`src/rtl/fft32_pkg.sv`:
```
// fft32_pkg: shared constants and FSM encoding for the 32-point FFT twiddle stage
package fft32_pkg;
   localparam int N = 32;
   localparam int NUM_BFLY = 16;
   localparam int TW_FRAC = 6;
   localparam int NUM_STAGES = 5;
   typedef enum logic [1:0] {IDLE = 2'd0, RUN = 2'd1, DRAIN = 2'd2} state_t;
endpackage

```
`src/rtl/fft32_cmul_pipe.sv`:
```
// fft32_cmul_pipe: 3-stage complex multiply by a Q1.6 twiddle with stall enable
// FFT32_TW_SAT_EN selects saturating narrowing instead of two's-complement wrap.
module fft32_cmul_pipe
   import fft32_pkg::*;
#(
   parameter int DATA_WIDTH = 16,
   parameter int TW_WIDTH = 8
) (
   input  logic                         clk,
   input  logic                         rst_n,
   input  logic                         en,
   input  logic                         in_valid,
   input  logic signed [DATA_WIDTH-1:0] in_re,
   input  logic signed [DATA_WIDTH-1:0] in_im,
   input  logic signed [TW_WIDTH-1:0]   w_re,
   input  logic signed [TW_WIDTH-1:0]   w_im,
   output logic                         out_valid,
   output logic [DATA_WIDTH-1:0]        out_re,
   output logic [DATA_WIDTH-1:0]        out_im
);
   localparam int PW = DATA_WIDTH + TW_WIDTH;
   localparam int SW = PW + 1;
   localparam logic signed [SW-1:0] RND = SW'(2 ** (TW_FRAC - 1));
   logic v1, v2;
   logic signed [DATA_WIDTH-1:0] a_re, a_im;
   logic signed [TW_WIDTH-1:0] b_re, b_im;
   logic signed [PW-1:0] p_rr, p_ii, p_ri, p_ir;
   logic signed [SW-1:0] s_re, s_im;
   logic [DATA_WIDTH-1:0] n_re, n_im;
`ifdef FFT32_TW_SAT_EN
   localparam logic signed [SW-1:0] MAXV = SW'(2 ** (DATA_WIDTH - 1) - 1);
   localparam logic signed [SW-1:0] MINV = -MAXV - SW'(1);
   always_comb begin
      s_re = (SW'(p_rr) - SW'(p_ii) + RND) >>> TW_FRAC;
      s_im = (SW'(p_ri) + SW'(p_ir) + RND) >>> TW_FRAC;
      n_re = s_re > MAXV ? MAXV[DATA_WIDTH-1:0] : s_re < MINV ? MINV[DATA_WIDTH-1:0] : s_re[DATA_WIDTH-1:0];
      n_im = s_im > MAXV ? MAXV[DATA_WIDTH-1:0] : s_im < MINV ? MINV[DATA_WIDTH-1:0] : s_im[DATA_WIDTH-1:0];
   end
`else
   always_comb begin
      s_re = (SW'(p_rr) - SW'(p_ii) + RND) >>> TW_FRAC;
      s_im = (SW'(p_ri) + SW'(p_ir) + RND) >>> TW_FRAC;
      n_re = DATA_WIDTH'(s_re);
      n_im = DATA_WIDTH'(s_im);
   end
`endif
   always_ff @(posedge clk or negedge rst_n) begin
      if (!rst_n) begin
         v1 <= 1'b0;
         v2 <= 1'b0;
         out_valid <= 1'b0;
         a_re <= '0;
         a_im <= '0;
         b_re <= '0;
         b_im <= '0;
         p_rr <= '0;
         p_ii <= '0;
         p_ri <= '0;
         p_ir <= '0;
         out_re <= '0;
         out_im <= '0;
      end else if (en) begin
         v1 <= in_valid;
         a_re <= in_re;
         a_im <= in_im;
         b_re <= w_re;
         b_im <= w_im;
         v2 <= v1;
         p_rr <= PW'(a_re) * PW'(b_re);
         p_ii <= PW'(a_im) * PW'(b_im);
         p_ri <= PW'(a_re) * PW'(b_im);
         p_ir <= PW'(a_im) * PW'(b_re);
         out_valid <= v2;
         out_re <= n_re;
         out_im <= n_im;
      end
   end
endmodule

```
`src/rtl/fft32_twiddle_stage.sv`:
```
// fft32_twiddle_stage: sequences W32^k per butterfly and multiplies the lower-leg stream
// Optional macro FFT32_TW_SAT_EN makes the product narrowing saturate.
module fft32_twiddle_stage
   import fft32_pkg::*;
#(
   parameter int DATA_WIDTH = 16,
   parameter int TW_WIDTH = 8,
   parameter int ROM_WIDTH = 16
) (
   input  logic                            clk,
   input  logic                            rst_n,
   input  logic                            start,
   input  logic [2:0]                      stage,
   input  logic [NUM_BFLY*ROM_WIDTH-1:0]   w_re_flat,
   input  logic [NUM_BFLY*ROM_WIDTH-1:0]   w_im_flat,
   input  logic                            in_valid,
   output logic                            in_ready,
   input  logic [DATA_WIDTH-1:0]           in_re,
   input  logic [DATA_WIDTH-1:0]           in_im,
   output logic                            out_valid,
   input  logic                            out_ready,
   output logic [DATA_WIDTH-1:0]           out_re,
   output logic [DATA_WIDTH-1:0]           out_im,
   output logic                            busy,
   output logic                            done
);
   state_t state, state_nx;
   logic [2:0] stage_q;
   logic [3:0] in_cnt, out_cnt, k;
   logic stall, in_acc, out_acc;
   logic signed [TW_WIDTH-1:0] w_re, w_im;
   assign stall = out_valid && !out_ready;
   assign in_ready = state == RUN && !stall;
   assign in_acc = in_valid && in_ready;
   assign out_acc = out_valid && out_ready;
   assign busy = state != IDLE;
   assign done = state == DRAIN && out_acc && out_cnt == 4'(NUM_BFLY - 1);
   // butterfly b within its group of 16>>stage, scaled up to the W32 index
   assign k = (in_cnt & (4'hF >> stage_q)) << stage_q;
   assign w_re = w_re_flat[int'(k) * ROM_WIDTH +: TW_WIDTH];
   assign w_im = w_im_flat[int'(k) * ROM_WIDTH +: TW_WIDTH];
   always_comb begin
      state_nx = state;
      state_nx = state == IDLE && start ? RUN :
                 state == RUN && in_acc && in_cnt == 4'(NUM_BFLY - 1) ? DRAIN :
                 done ? IDLE : state;
   end
   always_ff @(posedge clk or negedge rst_n) begin
      if (!rst_n) begin
         state <= IDLE;
         stage_q <= '0;
         in_cnt <= '0;
         out_cnt <= '0;
      end else begin
         state <= state_nx;
         if (state == IDLE && start) begin
            stage_q <= stage > 3'(NUM_STAGES - 1) ? 3'(NUM_STAGES - 1) : stage;
            in_cnt <= '0;
            out_cnt <= '0;
         end else begin
            if (in_acc) in_cnt <= in_cnt + 4'd1;
            if (out_acc) out_cnt <= out_cnt + 4'd1;
         end
      end
   end
   fft32_cmul_pipe #(.DATA_WIDTH(DATA_WIDTH), .TW_WIDTH(TW_WIDTH)) u_cmul (
      .clk(clk),
      .rst_n(rst_n),
      .en(!stall),
      .in_valid(in_acc),
      .in_re(in_re),
      .in_im(in_im),
      .w_re(w_re),
      .w_im(w_im),
      .out_valid(out_valid),
      .out_re(out_re),
      .out_im(out_im)
   );
endmodule
```
`config.mk`:
```
export PLATFORM = sky130hd
export DESIGN_NAME = fft32_twiddle_stage
export DESIGN_NICKNAME = d
export VERILOG_FILES = /design/src/rtl/fft32_pkg.sv /design/src/rtl/fft32_cmul_pipe.sv /design/src/rtl/fft32_twiddle_stage.sv
export SDC_FILE = /design/constraint.sdc
export NUM_CORES = 2
export LEC_CHECK = 0
export BUFFER_PORTS_ARGS = -buffer_cell sky130_fd_sc_hd__buf_2
export CAP_MARGIN = 20
export CORE_AREA = 2 2 227 229
export DETAILED_ROUTE_END_ITERATION = 7
export DIE_AREA = 0 0 229 231
export MAX_ROUTING_LAYER = met4
export PLACE_DENSITY = 0.82
export REMOVE_ABC_BUFFERS = 1
export SLEW_MARGIN = 40
export SYNTH_ARGS = -nofsm -noshare
export SYNTH_HDL_FRONTEND = slang
export SYNTH_SLANG_ARGS = --single-unit
```
`constraint.sdc`:
```
create_clock -name clk -period 12.7 [get_ports clk]
set_input_delay 0.635 -clock clk [delete_from_list [all_inputs] [get_ports clk]]
set_output_delay 0.635 -clock clk [all_outputs]
set_load 0.05 [all_outputs]
```
== Yosys cells after proc, flatten, opt, wreduce, memory -nomap -nowiden ==
Cells that the tools add are included.

* Output and inout bits: 36
* Input bits: 552
* Flip-flop bits (word level): 184
* Word-level logic and storage cells: 61

* Reduce and logical (&&, ||, !) cells: 16
* Bitwise operators: 1
* $add $sub $neg: 6
* Equality and inequality tests: 4
* Multipliers: 4
* Muxes and demuxes: 8
* Order comparisons: 1
* Shift-type cells: 4

{| class="wikitable"
|+ Operators by type and width
! operator !! count
|-
| 256-bit by 9-bit indexed part select with 8-bit output || 2
|-
| 16-bit by 8-bit multiplier with 22-bit output || 4
|-
| 22-bit by 7-bit adder with 22-bit output (second input constant) || 2
|-
| 22-bit adder || 1
|-
| 22-bit subtractor || 1
|-
| 4-bit 2-to-1 mux || 4
|-
| 1-bit logical AND || 9
|-
| 4-bit by 1-bit adder with 4-bit output (second input constant) || 2
|-
| 4-bit == test (second input constant) || 2
|-
| 2-bit 2-to-1 mux || 3
|-
| 2-bit nonzero test || 3
|-
| 4-bit AND || 1
|-
| 4-bit by 3-bit << shifter with 4-bit output || 1
|-
| 4-bit by 3-bit right shift with 4-bit output (first input constant) || 1
|-
| 3-bit > comparator (second input constant) || 1
|-
| 3-bit 2-to-1 mux || 1
|-
| 3-bit nonzero test || 1
|-
| 2-bit by 1-bit == test with 1-bit output (second input constant) || 1
|-
| 2-bit == test (second input constant) || 1
|-
| 1-bit logical NOT || 2
|-
| 2-bit logical NOT || 1
|}

== Depth between registers and ports, before layout ==
* Depth in word-level cells: 9
* Depth in mapped cells: 20
* Mapped depth without buffers: 18

== Hierarchy ==
Synthesis repeated with hierarchy kept, for this count alone.

* Cells, all modules: 3,074
* Area, all modules: 28,387.2 µm²

{| class="wikitable"
|+ Modules (own cells, without submodules)
! module !! seq. area each (µm²) !! area each (µm²) !! cells each !! instances
|-
| fft32_cmul_pipe || 4,279.1 || 25,225.4 || 2,654 || 1
|-
| fft32_twiddle_stage || 325.3 || 3,161.8 || 420 || 1
|}

== Worst setup path before layout ==
No wires, ideal clock.

* Path kind: reg-to-reg
* Start: register u_cmul.b_im[7]
* End: register u_cmul.p_ri[18]
* Required time: 12.613 ns
* Library setup time: 0.087 ns
* Slack: 7.801 ns
* Clock period less this slack: 4.899 ns
* Arrival time: 4.812 ns
* Stages on the path, launching flop included: 17
* Buffers on the path: 1
* Cell sequence: dfrtp_1 clkinv_1 clkbuf_1 nor2_1 fa_1 fa_1 fa_1 inv_1 fa_1 inv_1 ha_1 a2111o_1 a2bb2oi_1 a31o_1 a41o_1 or3_1 o211ai_1

* Longest elaborated chain between the ends: 1

{| class="wikitable"
|+ RTL lines
! what !! RTL line !! source
|-
| from (decl) || fft32_cmul_pipe.sv:26 || <nowiki>logic signed [TW_WIDTH-1:0] b_re, b_im;</nowiki>
|-
| from (signal assigned) || fft32_cmul_pipe.sv:67 || <nowiki>b_im <= w_im;</nowiki>
|-
| 16-bit by 8-bit multiplier with 22-bit output || fft32_cmul_pipe.sv:71 || <nowiki>p_ri <= PW'(a_re) * PW'(b_im);</nowiki>
|-
| to (signal assigned) || fft32_cmul_pipe.sv:71 ||
|-
| to (decl) || fft32_cmul_pipe.sv:27 || <nowiki>logic signed [PW-1:0] p_rr, p_ii, p_ri, p_ir;</nowiki>
|}

Every way passes these cells.
A chain may end at the register's enable or synchronous reset.

== Final worst setup path ==
* Start: register u_cmul.b_re[7]
* End: register u_cmul.p_ir[18]

* Longest elaborated chain between the ends: 1

{| class="wikitable"
|+ RTL lines
! what !! RTL line !! source
|-
| from (decl) || fft32_cmul_pipe.sv:26 ||
|-
| from (signal assigned) || fft32_cmul_pipe.sv:66 || <nowiki>b_re <= w_re;</nowiki>
|-
| 16-bit by 8-bit multiplier with 22-bit output || fft32_cmul_pipe.sv:72 || <nowiki>p_ir <= PW'(a_im) * PW'(b_re);</nowiki>
|-
| to (signal assigned) || fft32_cmul_pipe.sv:72 ||
|-
| to (decl) || fft32_cmul_pipe.sv:27 ||
|}

Every way passes these cells.

==> flow_summary.ini <==
[grt]
track_usage_pct = 31.34
first_global_vias = 24330
antenna_found_initial = 6
grt_pass1_wl_mm = 125.6
grt_max_degree = 98
overflow = 0

[setup_path]
crit_required_ns = 13.03
cp-start-kind = flip-flop
end_kind = flip-flop
crit_fanout = 20
startpoint = u_cmul.b_re[7]
worst-setup-path-type = reg2reg
timing.rr.start = u_cmul.b_re[7]
cp.arrival_ns = 6.62

[logic_synthesis]
yosysTopAreaCellShare_pct = 27.12
synth-seq-cells = 184
synth_top_cell_by_area = fa_1
seq_area_frac_synth_pct = 16.24
synth.top_cells.by_area = fa_1, dfrtp_1, ha_1
synthDistinctLibCells = 67
ys.flop_type = dfrtp_1
ys.warnings.count = 0
syn_area_um2 = 28350
synth_cells = 3391
synth_enable_flop_cells = 0
ys_async_sr_fraction_pct = 100.0
syn_avg_cell_area_um2 = 8.360

[pwr]
swShare_pct = 50.83
total_power_mw = 8.709
clockPowerShare_pct = 6.6
comb_power_share_pct = 81.2
switchingPower_mw = 4.427
p_seq_share_pct = 12.2
leakage_nw = 15.93
pwr_density_cell_nw_per_um2 = 280.5
ir_worst_vdd_uv = 216.9
p_int_mw = 4.282

[final_layout]
syn2layout_area_growth_pct = 9.515
fill_cells = 4477
utilization_pct = 61.26
drive_gt1_share_pct = 11.64
layout.nets = 4779
stdcell_area_um2 = 31050

[route]
wl_per_cell_um = 18.10
wl_mm = 77.64
drtAntennaViolNets = 0
maxUsedRoutingLayer = met4
first_pass_iters = 7
drcViolationCount = 0
dr.first_iter.drc_count = 1690
via_per_inst = 5.586
dr_wl_met3_mm = 7.242
wl_met2_mm = 35.44
drt-met1-wl_mm = 30.47
vias = 23960

[cts]
path_clk_slew_ns = 0.08
clkSinkCount = 184
cts_tree = yes
cts_resized = 0
cts_root_buffer = clkbuf_16
clkLatencyLatePin_ns = 0.51
htreeDepth = 4
cts_setup_buffers = 0
max-clock-path-buffers = 2
cts_buffers = 17
cts-hold-fix-buffers = 0

[run]
drv_cap = 0

[timing]
fin_skew_ns = 0.02363
finalHoldViolations = 0
finalCriticalPeriod_ns = 6.288
setup_viol = 0
tightestPinTransition_ns = 0.8555
rsz0062_at_grt = false
fin_setup_tns_ns = 0
fmax_ghz = 0.1590
final-max-slew-violation-count = 0
finalCritPeriodShare_pct = 49.51
slew_headroom_pct = 42.58
hold_ws_ns = 0.1468

[worst_hold_path]
hp-class = in2async

[outcome]
outcome = finished, final reports clean

[place]
post-dp-hpwl_mm = 60.49
placed_cell_area_um2 = 30430
gp_congestion = 0.9510
port_buffers = 331

[die]
io_pins = 588
fp.dieH_um = 231
die-width_um = 229
start_util_pct = 55.94
rows = 83
core_area_um2 = 50680
die-area_um2 = 52900
## sequential cells by signal, summed over array words and instances, names as in the netlist
signal            flops
state                 2
u_cmul.v1             1
u_cmul.b_im           8
u_cmul.a_im          16
u_cmul.p_ri          22
u_cmul.v2             1
u_cmul.a_re          16
out_cnt               4
u_cmul.p_rr          22
u_cmul.p_ir          22
u_cmul.out_im        16
u_cmul.out_re        16
u_cmul.b_re           8
u_cmul.p_ii          22
stage_q               3
in_cnt                4
u_cmul.out_valid      1
## worst max-delay path, cell delays in order, from the launching register on
cell and delay (ns):
dfrtp_1 0.78, clkinv_1 0.82, fa_1 0.71, fa_1 0.51, inv_1 0.06, fa_1 0.53, inv_1 0.05, fa_1 0.47
inv_1 0.04, ha_1 0.33, o21ai_0 0.23, o21ba_2 0.17, o21ai_0 0.18, a211oi_1 0.55, o31ai_1 0.14, a21oi_1 0.19
xor2_1 0.23, o21ai_0 0.12
## Yosys cell counts, drive strengths merged, types with 43 or more instances
cell type  instances
fa               384
o21ai             72
clkbuf           140
xnor2             62
a21oi             98
ha               248
nor2             136
nand2            615
and2             347
dfrtp            184
and3              60
inv              541
a311oi            51
xor2              43
nand3             58
## area by class of cell
type / instances / area, um2 / area share [%]
antenna: 2 / 5.005 / 0.01612
tap: 680 / 850.8 / 2.740
clock inverter: 9 / 112.6 / 0.3627
clock buffer: 23 / 488.0 / 1.572
timing repair buffer: 359 / 1891 / 6.089
inverter: 543 / 2039 / 6.569
multi-input combinational: 2490 / 21060 / 67.82
sequential: 184 / 4606 / 14.83
## final timing paths
check	cells after the start	slack, ns	to
setup / recovery	17	6.41	u_cmul.p_ir[18]
hold / removal	1	0.15	u_cmul.out_re[1]
setup reg to reg	17	6.41	u_cmul.p_ir[18]
hold reg to reg	2	0.46	u_cmul.v2
max in group asynchronous	2	11.34	u_cmul.b_re[1]
min in group clk	3	0.33	u_cmul.a_im[15]
## power groups by stage
stage / Clock [mW] / Combinational (mW) / Sequential [mW]
2_1_floorplan: 0 / 5.33 / 1.23
3_3_place_gp: 0 / 6.71 / 1.06
3_5_place_dp: 0 / 7.02 / 1.07
4_1_cts: 0.582 / 7.08 / 1.06
5_1_grt: 0.598 / 8.04 / 1.08
6_report: 0.573 / 7.08 / 1.06
## through the flow
stage,setup slack (ns),instances
6_report,6.412,4290
4_1_cts,6.563,4288
5_1_grt,6.130,4290
2_1_floorplan,5.087,3217
3_3_place_gp,6.337,4255
3_5_place_dp,6.619,4256
## routing by layer
| metal | GRT usage, % | vias to the layer above |
|---|---|---|
| met5 | - | - |
| met4 | 17.09 | 0 |
| met3 | 7.275 | 220 |
| met2 | 48.33 | 985 |
| met1 | 38.29 | 11690 |
| li1 | - | 11070 |
## cell usage in the layout, fill, tap and decap left out, drive strengths merged, types with 9 or more instances in the layout
cell type / count
a21o: 21
xnor2: 62
nand2b: 30
a311oi: 51
clkbuf: 24
buf: 358
nand3: 58
fa: 384
and2: 347
a21oi: 98
nor2: 136
a211oi: 36
o21a: 16
and3: 60
or3: 9
o211ai: 10
o31ai: 34
a31oi: 24
o21ai: 72
inv: 544
dfrtp: 184
nand2: 615
nor2b: 13
nand3b: 10
nor3: 31
ha: 248
xor2: 43
## logic make-up (layout without fill, tap and decap cells)
family / Yosys count / count (layout) / share of synthesized area [%]
other: 0 / 2 / 0
AOI/OAI and AO/OA: 406 / 406 / 9.608
DFF: 184 / 184 / 16.24
adders and majority gates: 632 / 632 / 38.06
buffers and inverters: 717 / 934 / 9.736
muxes: 9 / 9 / 0.3398
and+or+nand+nor: 1336 / 1336 / 22.61
xor gates and xnor gates: 107 / 107 / 3.403
(Power assumes the default switching activity.)
